$ cat config.mk
export PLATFORM = sky130hd
export DESIGN_NAME = sync_stage_fifo
export DESIGN_NICKNAME = d
export VERILOG_FILES = /design/src/rtl/sync_stage_fifo.sv
export SDC_FILE = /design/constraint.sdc
export NUM_CORES = 1
export LEC_CHECK = 0
export CORE_MARGIN = 2
export CORE_UTILIZATION = 45
export DETAILED_ROUTE_END_ITERATION = 12
export PLACE_DENSITY_LB_ADDON = 0.12
export REMOVE_ABC_BUFFERS = 1
export SLEW_MARGIN = 20
export SYNTH_ARGS = -nofsm -noshare
export SYNTH_HDL_FRONTEND = slang
export SYNTH_SLANG_ARGS = --single-unit
$ cat constraint.sdc
create_clock -name clk -period 4.7 [get_ports clk]
set_clock_uncertainty 0.1 [all_clocks]
set_input_delay 0.94 -clock clk [delete_from_list [all_inputs] [get_ports clk]]
set_output_delay 0.94 -clock clk [all_outputs]
set_load 0.02 [all_outputs]
$ cat src/rtl/sync_stage_fifo.sv
// sync_stage_fifo: single-clock multi-entry staging buffer with
// first-word-fall-through read data, occupancy/status flags, optional
// overwrite-oldest mode and sticky overflow/underflow error flags.
// Every output comes straight from a flop; the next-state logic is computed
// once in a combinational block and registered on the rising edge.
`timescale 1ns/1ps

module sync_stage_fifo #(
  parameter int SIZE      = 4,
  parameter int DEPTH     = 4,
  parameter int AF_LEVEL  = 3,
  parameter bit OVERWRITE = 1'b0
) (
  input  logic                       clk,
  input  logic                       rst,
  input  logic [SIZE-1:0]            w_data,
  input  logic                       w_en,
  input  logic                       r_en,
  input  logic                       clr_err,
  output logic [SIZE-1:0]            r_data,
  output logic                       r_empty,
  output logic                       w_full,
  output logic                       almost_full,
  output logic [$clog2(DEPTH+1)-1:0] count,
  output logic                       overflow,
  output logic                       underflow
);

  localparam int PTR_W = (DEPTH > 1) ? $clog2(DEPTH) : 1;
  localparam int CNT_W = $clog2(DEPTH + 1);

  localparam logic [PTR_W-1:0] PTR_LAST = PTR_W'(DEPTH - 1);
  localparam logic [CNT_W-1:0] CNT_FULL = CNT_W'(DEPTH);
  localparam logic [CNT_W-1:0] CNT_AF   = CNT_W'(AF_LEVEL);

  // Storage array; deliberately not reset so it maps onto plain RAM.
  logic [SIZE-1:0] mem_q [DEPTH];

  logic [PTR_W-1:0] wr_ptr_q, wr_ptr_d;
  logic [PTR_W-1:0] rd_ptr_q, rd_ptr_d;
  logic [CNT_W-1:0] count_q, count_d;
  logic [SIZE-1:0]  r_data_q, r_data_d;
  logic             r_empty_q, r_empty_d;
  logic             w_full_q, w_full_d;
  logic             almost_full_q, almost_full_d;
  logic             overflow_q, overflow_d;
  logic             underflow_q, underflow_d;

  logic             is_full;
  logic             is_empty;
  logic             push_ok;
  logic             pop_ok;
  logic             ovw_ok;
  logic             mem_we;

  // Pointer increment that wraps from DEPTH-1 back to 0, so DEPTH need not
  // be a power of two.
  function automatic logic [PTR_W-1:0] ptr_inc(input logic [PTR_W-1:0] p);
    return (p == PTR_LAST) ? '0 : p + PTR_W'(1);
  endfunction

  // Next-state decode: accept/reject push and pop, advance pointers, update
  // occupancy, and precompute every registered output from the new state.
  always_comb begin
    is_full  = (count_q == CNT_FULL);
    is_empty = (count_q == '0);

    // A push into a full buffer is still accepted when a pop frees a slot
    // in the same cycle.
    push_ok = w_en && (!is_full || r_en);
    pop_ok  = r_en && !is_empty;
    // Overwrite-oldest: full, push, no pop; the write lands and the oldest
    // word is discarded by moving the read pointer along with it.
    ovw_ok  = OVERWRITE && w_en && is_full && !r_en;
    mem_we  = (push_ok || ovw_ok) && !rst;

    wr_ptr_d = (push_ok || ovw_ok) ? ptr_inc(wr_ptr_q) : wr_ptr_q;
    rd_ptr_d = (pop_ok  || ovw_ok) ? ptr_inc(rd_ptr_q) : rd_ptr_q;

    count_d = count_q;
    if (push_ok && !pop_ok) begin
      count_d = count_q + CNT_W'(1);
    end else if (pop_ok && !push_ok) begin
      count_d = count_q - CNT_W'(1);
    end

    r_empty_d     = (count_d == '0);
    w_full_d      = (count_d == CNT_FULL);
    almost_full_d = (count_d >= CNT_AF);

    // Head word for the next cycle. If the slot about to become the head is
    // the one being written right now, the array still holds stale data, so
    // forward the incoming word instead.
    if (count_d == '0) begin
      r_data_d = '0;
    end else if ((push_ok || ovw_ok) && (wr_ptr_q == rd_ptr_d)) begin
      r_data_d = w_data;
    end else begin
      r_data_d = mem_q[rd_ptr_d];
    end

    // Sticky errors: clear first, then let a same-cycle event set them again.
    overflow_d  = clr_err ? 1'b0 : overflow_q;
    underflow_d = clr_err ? 1'b0 : underflow_q;
    if (w_en && is_full && !r_en) begin
      overflow_d = 1'b1;
    end
    if (r_en && is_empty) begin
      underflow_d = 1'b1;
    end
  end

  // Storage write port; reset suppresses the write through mem_we.
  always_ff @(posedge clk) begin
    if (mem_we) begin
      mem_q[wr_ptr_q] <= w_data;
    end
  end

  // Control and output registers with synchronous reset.
  always_ff @(posedge clk) begin
    if (rst) begin
      wr_ptr_q      <= '0;
      rd_ptr_q      <= '0;
      count_q       <= '0;
      r_data_q      <= '0;
      r_empty_q     <= 1'b1;
      w_full_q      <= 1'b0;
      almost_full_q <= 1'b0;
      overflow_q    <= 1'b0;
      underflow_q   <= 1'b0;
    end else begin
      wr_ptr_q      <= wr_ptr_d;
      rd_ptr_q      <= rd_ptr_d;
      count_q       <= count_d;
      r_data_q      <= r_data_d;
      r_empty_q     <= r_empty_d;
      w_full_q      <= w_full_d;
      almost_full_q <= almost_full_d;
      overflow_q    <= overflow_d;
      underflow_q   <= underflow_d;
    end
  end

  assign r_data      = r_data_q;
  assign r_empty     = r_empty_q;
  assign w_full      = w_full_q;
  assign almost_full = almost_full_q;
  assign count       = count_q;
  assign overflow    = overflow_q;
  assign underflow   = underflow_q;

endmodule

==> reports/results.md, run 1 <==
## Routing
- 15.53 um — wire length per cell
- 1154 — vias after detailed routing
- 5.418 — number of vias per cell after detailed routing
- 1603 um — Met2 Routed Length
- 3307 um — detailed-route wire length
- met4 — top routing layer in use
- 1548 um — routed length on met1
- 0 — DRC errors left
- 0 — antenna violation net count after detailed routing
- 4 — first-pass detailed-route iteration total
- 81 — drt initial violations
- 116 um — Detail Route met3 WL

## Setup path
- clkdlybuf4s50_1 -> inv_2 -> o21ai_2 -> a21boi_0 -> o32a_1 -> mux2i_1 -> nor2_1 — cell breakdown of the critical path
- sky130_fd_sc_hd__clkdlybuf4s50_1 — highest-delay cell along the critical path
- 0.71 ns — critical path's largest stage delay
- input port — Critical Path Source Type
- 4.83 ns — Req. time, crit path
- flop — kind of end point of the critical path
- 8 — depth of the most critical reg-to-reg path
- 2.16 ns — R2R Setup Slk
- 17 — maximum fanout along the worst path
- count[1]$_SDFF_PP0_ — reg2reg start
- r_data[1]$_SDFF_PP0_ — worst r2r dst
- in -> reg — type of the worst setup path
- 3.14 ns — data arrival time of the critical path

## Global route
- 18 — maximum number of pins on one net before global-route repair
- 0 — total overflow reported by the global router
- 5658 um — wire length of the first global-routing pass
- 0 — antenna violations before repair
- 18.33% — total track usage
- 1136 — number of global-route vias before repair

## STA
- 0.5978 ns — slew at the pin closest to its max-slew limit
- 0.4856 ns — worst hold slack after final layout
- 0 — final setup violation count
- 63.92% — Final Cycle Share
- 0 — Hold Vio Cnt, Final
- 59.88% — Rel. slew slack
- 0 ns — final sum of negative setup slack
- 0 — max-slew violation total from the final report
- no — unrepaired setup endpoints after global routing
- 0.3328 GHz — maximum clock frequency
- 3.004 ns — min cycle time layout

## Clocking
- 0 — quantity of gates resized following cts
- 0 — Post-CTS Hold Buffers
- sky130_fd_sc_hd__clkbuf_4 — Root Driver
- 5 — cts bufs inserted
- 32 — Sink Count
- 2 — maximum number of buffers from clock root to sink
- yes — clock tree from TritonCTS
- 0.10 ns — clock transition at the registers of the reported paths
- 0.33 ns — clock insertion delay at the later pin of the skew report
- 0 — post-CTS setup-driven buffer insertion count
- 2 — number of H-tree levels

## Power
- 36.64% — Sw Share
- 45.3% — Gate power share
- 19.3% — clock network fraction of design power
- 0.2723 mV — largest vdd supply drop
- 35.4% — portion of total power attributed to sequential cells
- 0.0003864 W — power spent charging and discharging nets
- 552.0 mW/mm^2 — total power density per cell area
- 0.7271 nW — static leakage
- 0.0006682 W — Power Internal

## Run status
- completed — result of the run

## Floorplan
- 21 — top-level I/O count
- 0.003390 mm^2 — standard cell core area
- 21 — placement row count
- 64.05 um — y dimension of the die
- 64.05 um — floorplan die width
- 47.88% — initial core utilization
- 0.004102 mm^2 — area of the die

## Synth
- sky130_fd_sc_hd__edfxtp_1 — primary flip-flop cell chosen by synthesis mapping
- 29.61% — area fraction of the dominant cell type after synthesis
- 0 — count of warnings emitted by yosys
- 146 — synthesized instance count
- 11.12 um^2 — Avg Cell Area, Syn
- sky130_fd_sc_hd__edfxtp_1 — top cell type by total area after synthesis
- 16 — Post-synth EDFFs
- 0% — async set-reset flop share out of synthesis
- 43 — number of unique standard cell types used by synthesis
- 0.001623 mm^2 — synthesized area
- sky130_fd_sc_hd__edfxtp_1 (30%), sky130_fd_sc_hd__dfxtp_1 (20%), sky130_fd_sc_hd__ha_1 (6.2%) — main area contributors after synthesis
- 49.34% — share of the yosys chip area belonging to registers
- 32 — Seq cells post-synth

## Min path
- wr_ptr_q[1]$_SDFFE_PP0P_ — end point of the most critical hold path
- 2 — worst hold path stage count
- reg -> reg — kind of path behind the tightest hold check
- wr_ptr_q[1]$_SDFFE_PP0P_ — Hold Startpoint

## Cells and area
- 17.73% — P&R area growth vs syn
- 297 — final-layout fill cell count
- 0 — number of antenna cells inserted
- 14.97% — layout cell share with drive strength beyond 1
- sky130_fd_sc_hd__clkdlybuf4s50_1 — leading cell type in the layout, fill and taps excluded
- 183 — final net count
- sky130_fd_sc_hd__clkdlybuf4s50_1 (20), sky130_fd_sc_hd__dfxtp_1 (16), sky130_fd_sc_hd__edfxtp_1 (16) — commonest cells after routing, fill and taps aside

## Flow run
- 0 — # Max-Cap Violations

## Placement
- 2348 um — sum of net half-perimeters after detailed placement
- 0.8203 — routability congestion estimate from global placement
- 20 — IO Port Bufs

-- state kept, by name, summed over array words and instances, names as in the netlist, 2 cells and up --
name	cells
r_data	4
wr_ptr_q	2
count	3
rd_ptr_q	2
mem_q	16
-- cell families (layout without fill, tap and decap cells) --
kind of cell | after synthesis | after routing | synth area share, %
flops | 32 | 32 | 49.34
xor+xnor | 1 | 1 | 0.5398
mux | 5 | 5 | 3.084
buf+inv | 14 | 35 | 4.471
simple gates | 47 | 47 | 19.12
compound gates | 39 | 39 | 17.27
fa+ha+maj | 8 | 8 | 6.168
-- worst max-delay path: cells and delay by family --
kind	cells	cell delay [ns]
AO/OA/AOI/OAI	3	1.13
buffers and inverters	2	0.87
multiplexers	1	0.14
AND/OR/NAND/NOR	1	0.06
-- power groups by stage --
| stage | sequential [W] | combinational [W] | clock [W] |
|---|---|---|---|
| final | 0.000373 | 0.000477 | 0.000204 |
| after global routing | 0.000380 | 0.000526 | 0.000223 |
| after CTS | 0.000373 | 0.000481 | 0.000209 |
| after detailed placement | 0.000377 | 0.000478 | 0 |
| after global placement | 0.000378 | 0.000468 | 0 |
| after floorplan | 0.000412 | 0.000295 | 0 |
-- through the flow --
stage	utilization, %	worst slack (ns)	std cells	total power, W	area [um^2]
2_1_floorplan	-	2.371	139	0.0007066	1577
3_3_place_gp	54.12	1.380	205	0.0008464	1834
3_5_place_dp	54.12	1.386	205	0.0008548	1834
4_1_cts	56.37	1.745	213	0.001064	1911
5_1_grt	56.37	1.440	213	0.001129	1911
6_report	56.37	1.696	213	0.001055	1911
-- cell type report --
cell class                 instances  area (um^2)  area share (%)
inverter                           7        26.28           1.375
sequential                        32        800.8           41.91
tap                               46        57.56           3.012
multi-input combinational        100        749.5           39.23
clock buffer                       6        41.29           2.161
clock inverter                     2        35.03           1.834
timing repair buffer              20        200.2           10.48
-- routing by layer --
metal	track usage (%)	vias up
met5	0	-
met4	6.522	0
met3	4.930	4
met2	28.26	17
met1	24.74	553
li1	-	580
-- Yosys cell counts, drive strengths merged, types with 2 or more instances --
cell type	n
mux2i	5
nor2b	4
nor3	2
edfxtp	16
nand3	4
and2	4
a32o	4
nor2	13
a21oi	10
o32a	4
o21ai	7
ha	8
a21boi	8
inv	7
or4	2
nand2	7
dfxtp	16
buf	6
and3	5
nand4b	2
-- worst max-delay path by stage --
stage / startpoint / endpoint / slack, ns / depth (start not counted)
final: r_en / r_data[0]$_SDFF_PP0_ / 1.70 / 7
after global routing: r_en / r_data[2]$_SDFF_PP0_ / 1.44 / 7
after CTS: r_en / r_data[1]$_SDFF_PP0_ / 1.74 / 7
after detailed placement: r_en / r_data[0]$_SDFF_PP0_ / 1.39 / 7
after global placement: r_en / r_data[0]$_SDFF_PP0_ / 1.38 / 7
after floorplan: r_en / r_data[0]$_SDFF_PP0_ / 2.37 / 6
(Power assumes the default switching activity.)
==> inputs of run 2 (changes only) <==
==> constraint.sdc (replaced) <==
create_clock -name clk -period 2.79 [get_ports clk]
set_clock_uncertainty 0.1 [all_clocks]
set_input_delay 0.558 -clock clk [delete_from_list [all_inputs] [get_ports clk]]
set_output_delay 0.558 -clock clk [all_outputs]
set_load 0.02 [all_outputs]
==> reports/results.md, run 2 (synthesis gave the netlist of run 1 again) <==
## STA
- 0 ns — final sum of negative setup slack, unchanged
- 0.4895 ns — slew at the pin closest to its max-slew limit, -0.1083 ns
- 0 — Hold Vio Cnt, Final, unchanged
- 0 — final setup violation count, unchanged
- 67.36% — Rel. slew slack, +7.5 points
- 87.05% — Final Cycle Share
- no — unrepaired setup endpoints after global routing
- 0.4118 GHz — maximum clock frequency
- 2.429 ns — min cycle time layout
- 0.4814 ns — worst hold slack after final layout, -0.004228 ns
- 0 — max-slew violation total from the final report, unchanged

## Setup path
- 8 — depth of the most critical reg-to-reg path, unchanged
- 0.44 ns — critical path's largest stage delay, -0.27 ns
- inv_1 -> ha_1 -> nor2b_4 -> o21ai_2 -> a21boi_0 -> o32a_1 -> mux2i_1 -> nor2_1 — cell breakdown of the critical path
- 2.93 ns — Req. time, crit path, -1.90 ns
- flop — kind of end point of the critical path
- count[1]$_SDFF_PP0_ — reg2reg start
- r_data[2]$_SDFF_PP0_ — worst r2r dst
- sky130_fd_sc_hd__dfxtp_1 — highest-delay cell along the critical path
- 2.57 ns — data arrival time of the critical path, -0.57 ns
- 0.36 ns — R2R Setup Slk, -1.80 ns
- flop — Critical Path Source Type
- reg -> reg — type of the worst setup path
- 13 — maximum fanout along the worst path, -4

## Routing
- 4 — first-pass detailed-route iteration total, unchanged
- 3445 um — detailed-route wire length, +4.2%
- 15.73 um — wire length per cell, +1.3%
- 5.521 — number of vias per cell after detailed routing, +1.9%
- 1209 — vias after detailed routing, +4.8%
- 0 — antenna violation net count after detailed routing, unchanged
- 124 — drt initial violations, +53%
- 0 — DRC errors left, unchanged

## Min path
- reg -> reg — kind of path behind the tightest hold check
- wr_ptr_q[1]$_SDFFE_PP0P_ — Hold Startpoint
- 2 — worst hold path stage count, unchanged
- wr_ptr_q[1]$_SDFFE_PP0P_ — end point of the most critical hold path

## Clocking
- 0.10 ns — clock transition at the registers of the reported paths, about the same
- 2 — maximum number of buffers from clock root to sink, unchanged
- 0 — Post-CTS Hold Buffers, unchanged
- 0 — quantity of gates resized following cts, unchanged
- 0 — post-CTS setup-driven buffer insertion count, unchanged
- 5 — cts bufs inserted, unchanged
- yes — clock tree from TritonCTS
- 0.34 ns — clock insertion delay at the later pin of the skew report, about the same
- sky130_fd_sc_hd__clkbuf_4 — Root Driver
- 32 — Sink Count, unchanged
- 2 — number of H-tree levels, unchanged

## Flow run
- 0 — # Max-Cap Violations, unchanged

## Run status
- completed — result of the run

## Cells and area
- 0 — number of antenna cells inserted, unchanged
- mem_q — register bank with the most flops
- 298 — final-layout fill cell count, +0.34%
- 189 — final net count, +3.3%
- sky130_fd_sc_hd__clkdlybuf4s50_1 — leading cell type in the layout, fill and taps excluded
- 17.92% — layout cell share with drive strength beyond 1, +2.9 points
- 20.51% — P&R area growth vs syn
- 16 — max reg flops, unchanged
- sky130_fd_sc_hd__clkdlybuf4s50_1 (20), sky130_fd_sc_hd__dfxtp_1 (16), sky130_fd_sc_hd__edfxtp_1 (16) — commonest cells after routing, fill and taps aside

## Placement
- 0.8596 — routability congestion estimate from global placement, +4.8%
- 20 — IO Port Bufs, unchanged
- 2463 um — sum of net half-perimeters after detailed placement, +4.9%

## Floorplan
- 21 — placement row count, unchanged
- 0.004102 mm^2 — area of the die, unchanged
- 47.88% — initial core utilization, unchanged
- 21 — top-level I/O count, unchanged
- 0.003390 mm^2 — standard cell core area, unchanged
- 64.05 um — y dimension of the die, unchanged
- 64.05 um — floorplan die width, unchanged

## Power
- 931.7 mW/mm^2 — total power density per cell area, +69%
- 0.6097 mV — largest vdd supply drop, +120%
- 0.001822 W — overall power, +73%
- 0.7538 nW — static leakage, +3.7%

## Global route
- 29.17% — GR Util met2, +0.91 points
- met2 — busiest layer in global routing
- 0 — antenna violations before repair, unchanged
- 1152 — number of global-route vias before repair, +1.4%
- 4.577% — GR Util met3, -0.35 points
- 0 — total overflow reported by the global router, unchanged
- 23.64% — global-route met1 utilization, -1.1 points
- 18 — maximum number of pins on one net before global-route repair, unchanged
- 18.60% — total track usage, +0.27 points
- 5761 um — wire length of the first global-routing pass, +1.8%

-- run 2: cell count changes in the layout (fill, tap and decap cells not counted) --
cell and delta:
sky130_fd_sc_hd__buf_4 +6
-- run 2: layout make-up --
cell class                 instances  area [um^2]  share of cell area (%)
sequential                        32        800.8                   40.95
multi-input combinational        100        749.5                   38.32
timing repair buffer              26        245.2                   12.54
tap                               46        57.56                   2.943
clock buffer                       6        41.29                   2.111
clock inverter                     2        35.03                   1.791
inverter                           7        26.28                   1.344
-- run 2: stage by stage --
stage / instances / instance area [um^2] / setup slack [ns] / utilization (%)
after global placement: 211 / 1879 / 0.1992 / 55.44
after detailed placement: 211 / 1879 / 0.1639 / 55.44
final: 219 / 1956 / 0.3613 / 57.70
after global routing: 219 / 1956 / 0.1277 / 57.70
after floorplan: 139 / 1577 / 0.4984 / -
after CTS: 219 / 1956 / 0.3682 / 57.70
-- run 2: worst max-delay path by stage --
| stage | cells past startpoint | endpoint | slack, ns | start |
|---|---|---|---|---|
| finish | 8 | r_data[2]$_SDFF_PP0_ | 0.36 | count[1]$_SDFF_PP0_ |
| global route | 8 | r_data[2]$_SDFF_PP0_ | 0.13 | count[1]$_SDFF_PP0_ |
| CTS | 8 | r_data[2]$_SDFF_PP0_ | 0.37 | count[1]$_SDFF_PP0_ |
| detailed placement | 7 | r_data[2]$_SDFF_PP0_ | 0.16 | r_en |
| global placement | 7 | r_data[2]$_SDFF_PP0_ | 0.20 | r_en |
| floorplan | 8 | r_data[0]$_SDFF_PP0_ | 0.50 | count[0]$_SDFF_PP0_ |
-- run 2: where the power goes --
group,leakage (nW),switching [W],internal [W]
clock network,0.0422,0.000165,0.000188
registers,0.277,0.0000567,0.000569
logic,0.435,0.000449,0.000395
total,0.754,0.000671,0.00115
-- run 2: metal layers --
metal / wire length (um) / share of wire (%) / up-vias
met4: 85 / 2.5 / 0
met1: 1567 / 45 / 578
met2: 1654 / 48 / 31
met3: 138 / 4.0 / 9
li1: - / - / 591
met5: 0 / 0 / -
-- run 2: critical path: cells and delay by family (launching register included) --
family	cells	cell delay (ns)
compound gates	3	0.97
fa+ha+maj	1	0.30
buf+inv	1	0.09
flops	1	0.44
mux	1	0.18
simple gates	2	0.25
==> inputs of run 3 (changes only) <==
--- a/config.mk
+++ b/config.mk
@@ -5,8 +5,10 @@
 export SDC_FILE = /design/constraint.sdc
 export NUM_CORES = 1
 export LEC_CHECK = 0
+export CORE_ASPECT_RATIO = 0.8
 export CORE_MARGIN = 2
 export CORE_UTILIZATION = 45
+export CTS_CLUSTER_DIAMETER = 50
 export DETAILED_ROUTE_END_ITERATION = 12
 export PLACE_DENSITY_LB_ADDON = 0.12
 export REMOVE_ABC_BUFFERS = 1
==> reports/results.md, run 3 (synthesis gave the netlist of run 1 again) <==
## Floorplan
- 47.08% — initial core utilization, -0.80 points
- 57.71 um — y dimension of the die, -9.9%
- 0.003447 mm^2 — standard cell core area, +1.7%
- 19 — placement row count, -9.5%
- 71.14 um — floorplan die width, +11%
- 21 — top-level I/O count, unchanged
- 0.004105 mm^2 — area of the die, about the same

## Placement
- 2515 um — sum of net half-perimeters after detailed placement, +2.1%
- 0.001874 mm^2 — dpl cell area, -0.27%
- 0.9342 — routability congestion estimate from global placement, +8.7%
- 20 — IO Port Bufs, unchanged
- 0.1334 ns — post-placement worst setup slack, -0.03058 ns

## Routing
- 4 — first-pass detailed-route iteration total, unchanged
- 0 — DRC errors left, unchanged
- 1173 — vias after detailed routing, -3.0%
- 0 — antenna violation net count after detailed routing, unchanged
- 5.456 — number of vias per cell after detailed routing, -1.2%
- 15.67 um — wire length per cell, -0.42%
- 3368 um — detailed-route wire length, -2.2%
- 101 — drt initial violations, -19%

## Cells and area
- 57.28% — final design utilization, -0.42 points
- 0 — number of antenna cells inserted, unchanged
- mem_q — register bank with the most flops
- sky130_fd_sc_hd__clkdlybuf4s50_1 (20), sky130_fd_sc_hd__dfxtp_1 (16), sky130_fd_sc_hd__edfxtp_1 (16) — commonest cells after routing, fill and taps aside
- 21.67% — P&R area growth vs syn
- sky130_fd_sc_hd__clkdlybuf4s50_1 — leading cell type in the layout, fill and taps excluded
- 189 — final net count, unchanged
- 0.001974 mm^2 — Non-Filler Cell Area, Final, +0.96%
- 16 — max reg flops, unchanged
- 17.92% — layout cell share with drive strength beyond 1, unchanged

## Min path
- reg -> reg — kind of path behind the tightest hold check

## Clocking
- 2 — number of H-tree levels, unchanged
- 2 — maximum number of buffers from clock root to sink, unchanged
- 32 — Sink Count, unchanged
- 0 — Post-CTS Hold Buffers, unchanged
- 0 — quantity of gates resized following cts, unchanged
- 0 — post-CTS setup-driven buffer insertion count, unchanged
- 0.27 ns — clock insertion delay at the later pin of the skew report, -0.07 ns
- sky130_fd_sc_hd__clkbuf_8 — Root Driver
- 0.06 ns — clock transition at the registers of the reported paths, -0.04 ns
- 5 — cts bufs inserted, unchanged
- yes — clock tree from TritonCTS

## Power
- 0.6073 mV — largest vdd supply drop, -0.39%
- 931.3 mW/mm^2 — total power density per cell area, about the same
- 0.0006495 W — power spent charging and discharging nets, -3.2%
- 45.1% — Gate power share, -1.2 points
- 20.6% — clock network fraction of design power, +1.2 points
- 34.3% — portion of total power attributed to sequential cells, about the same
- 0.7630 nW — static leakage, +1.2%
- 0.001839 W — overall power, +0.91%
- 0.001189 W — Power Internal, +3.3%
- 35.32% — Sw Share, -1.5 points

## Setup path
- flop — kind of end point of the critical path
- 2.86 ns — Req. time, crit path, -0.07 ns
- 2.45 ns — data arrival time of the critical path, -0.12 ns
- 9 — maximum fanout along the worst path, -4
- in -> reg — type of the worst setup path
- input port — Critical Path Source Type

## Global route
- 12 — maximum number of pins on one net before global-route repair, -6
- 0 — antenna violations before repair, unchanged
- 5520 um — wire length of the first global-routing pass, -4.2%
- 0 — total overflow reported by the global router, unchanged
- 1081 — number of global-route vias before repair, -6.2%
- 17.84% — total track usage, -0.76 points

## STA
- 72.67% — Rel. slew slack, +5.3 points
- 2.381 ns — min cycle time layout, -0.04731 ns
- 0 — final setup violation count, unchanged
- no — unrepaired setup endpoints after global routing
- 0.4099 ns — slew at the pin closest to its max-slew limit, -0.07959 ns
- 0.4199 GHz — maximum clock frequency, +2.0%
- 85.35% — Final Cycle Share, -1.7 points
- 0 ns — final sum of negative setup slack, unchanged
- 0 — max-slew violation total from the final report, unchanged
- 0.4087 ns — crit path setup slack, layout, +0.04731 ns
- 0 — Hold Vio Cnt, Final, unchanged

## Run status
- completed — result of the run

## Flow run
- 0 — # Max-Cap Violations, unchanged

run 3: final cells by class:
type / count / area (um^2)
Fill cell: 267 / 1473
Sequential cell: 32 / 800.8
Multi-Input combinational cell: 100 / 749.5
Timing Repair Buffer: 26 / 245.2
Clock buffer: 8 / 100.1
Tap cell: 42 / 52.55
Inverter: 7 / 26.28
run 3: final timing paths:
kind / startpoint / endpoint / slack, ns / cells past startpoint
worst max-delay path: r_en / r_data[0]$_SDFF_PP0_ / 0.41 / 7
worst min-delay path: wr_ptr_q[1]$_SDFFE_PP0P_ / wr_ptr_q[1]$_SDFFE_PP0P_ / 0.48 / 2
worst max register to register: count[1]$_SDFF_PP0_ / r_data[0]$_SDFF_PP0_ / 0.46 / 8
worst min register to register: wr_ptr_q[1]$_SDFFE_PP0P_ / wr_ptr_q[1]$_SDFFE_PP0P_ / 0.48 / 2
run 3: routing by layer:
metal / share of wire, % / GRT usage, % / wire [um] / vias to the layer above
li1: - / - / - / 589
met1: 53 / 29.10 / 1787 / 547
met2: 41 / 22.35 / 1369 / 33
met3: 5.3 / 5.217 / 179 / 4
met4: 0.95 / 4.852 / 32 / 0
met5: 0 / 0 / 0 / -
run 3: through the flow:
stage,instances,hold slack (ns)
after detailed placement,207,0.4859
final,215,0.4837
after global placement,207,0.4500
after global routing,215,0.5350
after floorplan,139,0.4065
after CTS,215,0.4941
run 3: worst max-delay path, cell delays in order:
cell and delay, ns:
sky130_fd_sc_hd__clkdlybuf4s50_1 0.56, sky130_fd_sc_hd__inv_2 0.11, sky130_fd_sc_hd__or4_4 0.61, sky130_fd_sc_hd__a21oi_2 0.16, sky130_fd_sc_hd__nand4b_4 0.19, sky130_fd_sc_hd__mux2i_1 0.21
sky130_fd_sc_hd__nor2_1 0.06
run 3: power groups by stage:
stage               Clock (W)  Sequential, W  Combinational, W
detailed placement          0       0.000637          0.000816
finish               0.000379       0.000630          0.000829
global placement            0       0.000637          0.000819
global route         0.000404       0.000641          0.000914
CTS                  0.000389       0.000630          0.000824
floorplan                   0       0.000693          0.000497
